<file path="config.mk">
export PLATFORM = sky130hd
export DESIGN_NAME = vga_fb_arbiter
export DESIGN_NICKNAME = d
export VERILOG_FILES = /design/src/rtl/vga_fb_pkg.sv /design/src/rtl/fb_addr_calc.sv /design/src/rtl/vga_fb_arbiter.sv
export SDC_FILE = /design/constraint.sdc
export NUM_CORES = 1
export LEC_CHECK = 0
export ABC_AREA = 1
export BUFFER_PORTS_ARGS = -buffer_cell sky130_fd_sc_hd__clkbuf_2
export CAP_MARGIN = 20
export CORE_UTILIZATION = 50
export CTS_CLUSTER_DIAMETER = 100
export DETAILED_ROUTE_END_ITERATION = 16
export PLACE_DENSITY = 0.76
export REMOVE_ABC_BUFFERS = 1
export SYNTH_ARGS = -nofsm -noshare
export SYNTH_HDL_FRONTEND = slang
export SYNTH_HIERARCHICAL = 1
export SYNTH_SLANG_ARGS = --single-unit
</file>
<file path="constraint.sdc">
create_clock -name clk -period 3.53 [get_ports clk]
set_clock_uncertainty 0.05 [all_clocks]
set_input_delay 0.5295 -clock clk [delete_from_list [all_inputs] [get_ports clk]]
set_output_delay 0.5295 -clock clk [all_outputs]
set_load 0.01 [all_outputs]
</file>
<file path="src/rtl/vga_fb_pkg.sv">
// Shared framebuffer geometry, raster limits and clear-engine state encoding
// used by the framebuffer arbiter and the VGA sync generator.
package vga_fb_pkg;
    localparam int FB_W     = 160;
    localparam int FB_H     = 120;
    localparam int FB_DEPTH = FB_W * FB_H;
    localparam int ADDR_W   = 15;
    localparam int COLOR_W  = 8;
    localparam int H_MAX    = 799;
    localparam int V_MAX    = 524;

    typedef enum logic {
        CLR_IDLE = 1'b0,
        CLR_RUN  = 1'b1
    } clr_state_t;
endpackage

</file>
<file path="src/rtl/fb_addr_calc.sv">
// Framebuffer linear address: row*160 + col, built from shifts so no multiplier
// is needed.
module fb_addr_calc
    import vga_fb_pkg::*;
(
    input  logic [6:0]        row,
    input  logic [7:0]        col,
    output logic [ADDR_W-1:0] addr
);
    assign addr = ADDR_W'({row, 7'b0}) + ADDR_W'({row, 5'b0}) + ADDR_W'(col);
endmodule

</file>
<file path="src/rtl/vga_fb_arbiter.sv">
// Single-port framebuffer scheduler: display prefetch beats the clear engine,
// which beats the pixel writer. Also produces the x4-scaled on-screen colour.
module vga_fb_arbiter #(
    parameter int FB_W  = vga_fb_pkg::FB_W,
    parameter int FB_H  = vga_fb_pkg::FB_H,
    parameter int H_MAX = vga_fb_pkg::H_MAX,
    parameter int V_MAX = vga_fb_pkg::V_MAX
) (
    input  logic                               clk,
    input  logic                               reset,
    input  logic                               p_tick,
    input  logic [9:0]                         x,
    input  logic [9:0]                         y,
    input  logic                               video_on,
    output logic [vga_fb_pkg::COLOR_W-1:0]     rgb,
    input  logic                               wr_req,
    input  logic [7:0]                         wr_x,
    input  logic [6:0]                         wr_y,
    input  logic [vga_fb_pkg::COLOR_W-1:0]     wr_data,
    output logic                               wr_ack,
    input  logic                               clr_req,
    input  logic [vga_fb_pkg::COLOR_W-1:0]     clr_color,
    output logic                               clr_busy,
    output logic [vga_fb_pkg::ADDR_W-1:0]      mem_addr,
    output logic                               mem_we,
    output logic [vga_fb_pkg::COLOR_W-1:0]     mem_wdata,
    input  logic [vga_fb_pkg::COLOR_W-1:0]     mem_rdata
);
    import vga_fb_pkg::*;

    clr_state_t          state, state_next;
    logic [6:0]          clr_row;
    logic [7:0]          clr_col;
    logic [COLOR_W-1:0]  clr_color_q;
    logic [ADDR_W-1:0]   addr_q, disp_addr, clr_addr, wr_addr;
    logic [COLOR_W-1:0]  prefetch, pixel;
    logic                fetch_d;
    logic                slot, disp_fetch, clr_grant, clr_last, wr_grant, wr_in_range;
    logic [9:0]          line;
    logic [7:0]          dcol;

    // Fetch one column ahead; the x=798 slot fetches column 0 of the next line.
    always_comb begin
        slot = 1'b0;
        dcol = 8'd0;
        line = y;
        if (p_tick && x[1:0] == 2'b10) begin
            if (x < 10'(4*FB_W - 2)) begin
                slot = 1'b1;
                dcol = x[9:2] + 8'd1;
            end else if (x == 10'(H_MAX - 1)) begin
                slot = 1'b1;
                line = (y == 10'(V_MAX)) ? 10'd0 : y + 10'd1;
            end
        end
    end

    assign disp_fetch  = !reset && slot && (line < 10'(4*FB_H));
    assign clr_grant   = !reset && (state == CLR_RUN) && !disp_fetch;
    assign clr_last    = (clr_row == 7'(FB_H - 1)) && (clr_col == 8'(FB_W - 1));
    assign wr_in_range = (wr_x < 8'(FB_W)) && (wr_y < 7'(FB_H));
    // A clear request in the same cycle wins; the writer waits for it to finish.
    assign wr_grant    = !reset && wr_req && (state == CLR_IDLE) && !clr_req && !disp_fetch;
    assign wr_ack      = wr_grant;
    assign clr_busy    = (state == CLR_RUN);
    assign rgb         = video_on ? pixel : '0;

    fb_addr_calc u_disp_addr (.row(line[8:2]), .col(dcol),    .addr(disp_addr));
    fb_addr_calc u_clr_addr  (.row(clr_row),   .col(clr_col), .addr(clr_addr));
    fb_addr_calc u_wr_addr   (.row(wr_y),      .col(wr_x),    .addr(wr_addr));

    always_comb begin
        mem_we    = 1'b0;
        mem_wdata = '0;
        mem_addr  = addr_q;
        if (disp_fetch) begin
            mem_addr = disp_addr;
        end else if (clr_grant) begin
            mem_addr  = clr_addr;
            mem_we    = 1'b1;
            mem_wdata = clr_color_q;
        end else if (wr_grant && wr_in_range) begin
            mem_addr  = wr_addr;
            mem_we    = 1'b1;
            mem_wdata = wr_data;
        end
    end

    always_comb begin
        state_next = state;
        case (state)
            CLR_IDLE: if (clr_req)               state_next = CLR_RUN;
            CLR_RUN:  if (clr_grant && clr_last) state_next = CLR_IDLE;
            default:                             state_next = CLR_IDLE;
        endcase
    end

    always_ff @(posedge clk) begin
        if (reset) state <= CLR_IDLE;
        else       state <= state_next;
    end

    always_ff @(posedge clk) begin
        if (reset) begin
            clr_row     <= '0;
            clr_col     <= '0;
            clr_color_q <= '0;
            addr_q      <= '0;
            fetch_d     <= 1'b0;
            prefetch    <= '0;
            pixel       <= '0;
        end else begin
            addr_q  <= mem_addr;
            fetch_d <= disp_fetch;
            if (fetch_d)
                prefetch <= mem_rdata;
            if (p_tick && x[1:0] == 2'b11)
                pixel <= prefetch;
            if (state == CLR_IDLE && clr_req) begin
                clr_row     <= '0;
                clr_col     <= '0;
                clr_color_q <= clr_color;
            end else if (clr_grant) begin
                if (clr_col == 8'(FB_W - 1)) begin
                    clr_col <= '0;
                    clr_row <= clr_last ? 7'd0 : clr_row + 7'd1;
                end else begin
                    clr_col <= clr_col + 8'd1;
                end
            end
        end
    end
endmodule

</file>
==> impl_metrics.env <==
export IMPL_layout_cells_most_common_list="nand2_1, inv_1, clkbuf_2, nor2_1, buf_4"
export IMPL_grt_pass1_vias=4586
export IMPL_hold_buffers=0
export IMPL_design_core_area_um2=9860
export IMPL_gp_congestion=0.896
export IMPL_r2r_slack_ns=0.92
export IMPL_violations="negative setup slack"
export IMPL_async_reset_ff_share_pct=0
export IMPL_path_cells="buf_8, ha_4, nand2_4, inv_1, nand4_1, buf_4, nor2_4, nand2_2, a22oi_2, inv_1, fa_1, inv_2, fa_2, nand2_2, nand2_2, nand3b_4, nand2_2, nand2_1, nand2_1, nand2_2, nand2_1, buf_2"
export IMPL_report_final_setup_viol=8
export IMPL_min_to="prefetch[5]"
export IMPL_start_kind="primary input"
export IMPL_status="finished, violations left"
export IMPL_clock_root_buffer="clkbuf_8"
export IMPL_postSynthAreaPerCell_um2=6.41
export IMPL_final_area_um2=6420
export IMPL_grt_antenna_before_repair=0
export IMPL_hold_depth=3
export IMPL_die_h_um=103
export IMPL_max_clock_freq_ghz=0.261
export IMPL_cap_violations=0
export IMPL_initial_core_util_pct=52.0
export IMPL_drtPass1Iterations=5
export IMPL_slew_headroom_pct=58.4
export IMPL_power_density_nw_per_um2=253
export IMPL_critPathRequiredTime_ns=2.95
export IMPL_cts_clk_slew_worst_paths_ns=0.11
export IMPL_die_w_um=103
export IMPL_final_util_pct=65.1
export IMPL_cp_depth=22
export IMPL_synth_edff_count=0
export IMPL_min_path_type="primary input to register"
export IMPL_final_antenna_net_count=0
export IMPL_cp_slowest_cell="fa_1"
export IMPL_r2r_start="clr_row[0]"
export IMPL_grt_pass1_wl_mm=19.9
export IMPL_grt_max_degree=35
export IMPL_final_common_cell="nand2_1"
export IMPL_synth_cell_type_count=41
export IMPL_crit_family="adder cells"
export IMPL_arrival_ns=3.25
export IMPL_period_minus_slack_ns=3.83
export IMPL_syn_area_um2=5130
export IMPL_dr_first_iter_drc_count=147
export IMPL_path_buf_inv=6
export IMPL_numPortBuffers=98
export IMPL_ys_ff_latch=56
export IMPL_tightest_slew_ns=0.624
export IMPL_fin_ws_ns=-0.296
export IMPL_numCtsBuffers=5
export IMPL_cp_slowest_stage_delay_ns=0.52
export IMPL_io_pins=99
export IMPL_area_growth_pct=25.2
export IMPL_p_leak_nw=3.45
export IMPL_seq_area_um2=1120
export IMPL_drc=0
export IMPL_reg2reg_to="addr_q[14]"
export IMPL_synthCells=800
export IMPL_vias_per_cell=4.88
export IMPL_yosysWarnings=6
export IMPL_clock_latency_ns=0.32
export IMPL_worstPathMaxFanout=3
export IMPL_dieArea_um2=10700
export IMPL_ir_drop_mv=0.174
export IMPL_grt_usage_pct=23.3
export IMPL_cp_common_cell="nand2_2"
export IMPL_vias=5261
export IMPL_path_class="primary input to output pin"
export IMPL_routed_wl_mm=12.2
export IMPL_hold_viol_final=0
export IMPL_num_rows=36
export IMPL_drv_slew=0
export IMPL_rsz0062_at_grt="true"
export IMPL_min_from="mem_rdata[5]"
export IMPL_synthFlopType="dfxtp_1"
export IMPL_antennaDiodeCount=0
export IMPL_period_share_pct=108
export IMPL_wl_per_cell_um=11.3
export IMPL_drive_gt1_share_pct=27.4
export IMPL_yosysSeqAreaShare_pct=21.9
export IMPL_grt_ovfl_total=0
export IMPL_cts_tree="done"
export IMPL_r2r_cells=14
export IMPL_setup_worst_path_end_class="output pin"
export IMPL_dpl_instance_area_um2=6080
export IMPL_nFillCells=938
export IMPL_fin_nets=1058
export IMPL_multiInputGateArea_um2=3530
export IMPL_htreeDepth=2
export IMPL_cts_sinks=56
export IMPL_cts_buffer_depth=2
export IMPL_place_hpwl_mm=9.65
-- final cells by class --
type	instances	area share, %
Sequential cell	56	17.5
Multi-Input combinational cell	597	54.9
Inverter	114	6.66
Tap cell	133	2.59
Timing Repair Buffer	171	16.8
Clock buffer	6	1.29
Clock inverter	2	0.234
-- power by group --
group | internal (mW) | switching (mW) | leakage (nW)
Clock | 0.159 | 0.218 | 0.0434
Combinational | 0.256 | 0.323 | 2.95
Sequential | 0.659 | 0.00944 | 0.456
Total | 1.07 | 0.550 | 3.45
-- metal layers --
layer	track usage, %	up-vias	part of all wire, %	wire length [µm]
met5	0	-	0	0
met3	2.69	18	2.9	349
met2	40.2	90	49	5930
met1	30.8	2324	47	5770
li1	-	2829	-	-
met4	6.50	0	1.4	167
-- cell usage after synthesis (13+ instances only) --
cell / count / area share [%]
nand4_1: 20 / 2.4
dfxtp_1: 56 / 22
a21oi_1: 38 / 3.7
o21ai_0: 37 / 3.6
nand3_1: 60 / 5.9
inv_1: 103 / 7.5
nand2_2: 13 / 1.6
buf_4: 17 / 2.5
nor2_1: 85 / 6.2
nand2_1: 221 / 16
ha_1: 42 / 10
-- cells by family after synthesis --
logic type	count (synthesis)	share of synthesized area, %
simple gates	442	40.4
xor+xnor	16	2.73
fa+ha+maj	48	12.6
buf+inv	148	12.5
flops	56	21.9
compound gates	90	9.93
-- worst max path at each step --
stage	startpoint	endpoint	slack [ns]
CTS	x[3]	mem_addr[14]	-0.34
detailed placement	x[2]	mem_addr[14]	-0.61
finish	x[2]	mem_addr[12]	-0.30
global route	x[2]	mem_addr[12]	-0.46
global placement	x[2]	mem_addr[14]	-0.55
floorplan	x[2]	mem_addr[10]	-0.34
-- through the flow --
stage / total power, mW / std cells / TNS, ns / worst slack (ns) / hold slack (ns)
final: 1.62 / 1079 / -1.84 / -0.296 / 0.368
after global routing: 1.73 / 1079 / -3.14 / -0.461 / 0.380
after CTS: 1.61 / 1075 / -2.41 / -0.343 / 0.369
after detailed placement: 1.23 / 1062 / -4.52 / -0.609 / 0.385
after global placement: 1.22 / 1062 / -3.85 / -0.547 / 0.381
after floorplan: 1.01 / 766 / -1.50 / -0.338 / 0.375
-- worst reg2reg max path: stages, from the launching register on --
cell and delay [ns]:
dfxtp_1 0.43, inv_1 0.10, fa_1 0.55, inv_1 0.08
fa_1 0.45, nand2_1 0.09, nand2_1 0.11, nand3b_4 0.10
nand2_1 0.06, nand2_1 0.06, nand2_1 0.05, nor2_1 0.10
nor2_1 0.06, nand2_1 0.11, a21oi_1 0.09
-- repair_timing --
action	4_1_cts	5_1_grt
buffers inserted	6	4
pin swaps	22	21
resized for setup	25	26
cloned	0	1
endpoints found under the setup margin	8	16
-- sequential cells by signal, indices dropped and copies added, names as in the netlist --
| name | flops |
|---|---|
| addr_q | 15 |
| pixel | 8 |
| clr_color_q | 8 |
| prefetch | 8 |
| clr_row | 7 |
| clr_col | 8 |
| clr_busy | 1 |
| fetch_d | 1 |
No activity file was read; power rests on OpenSTA's default activity.
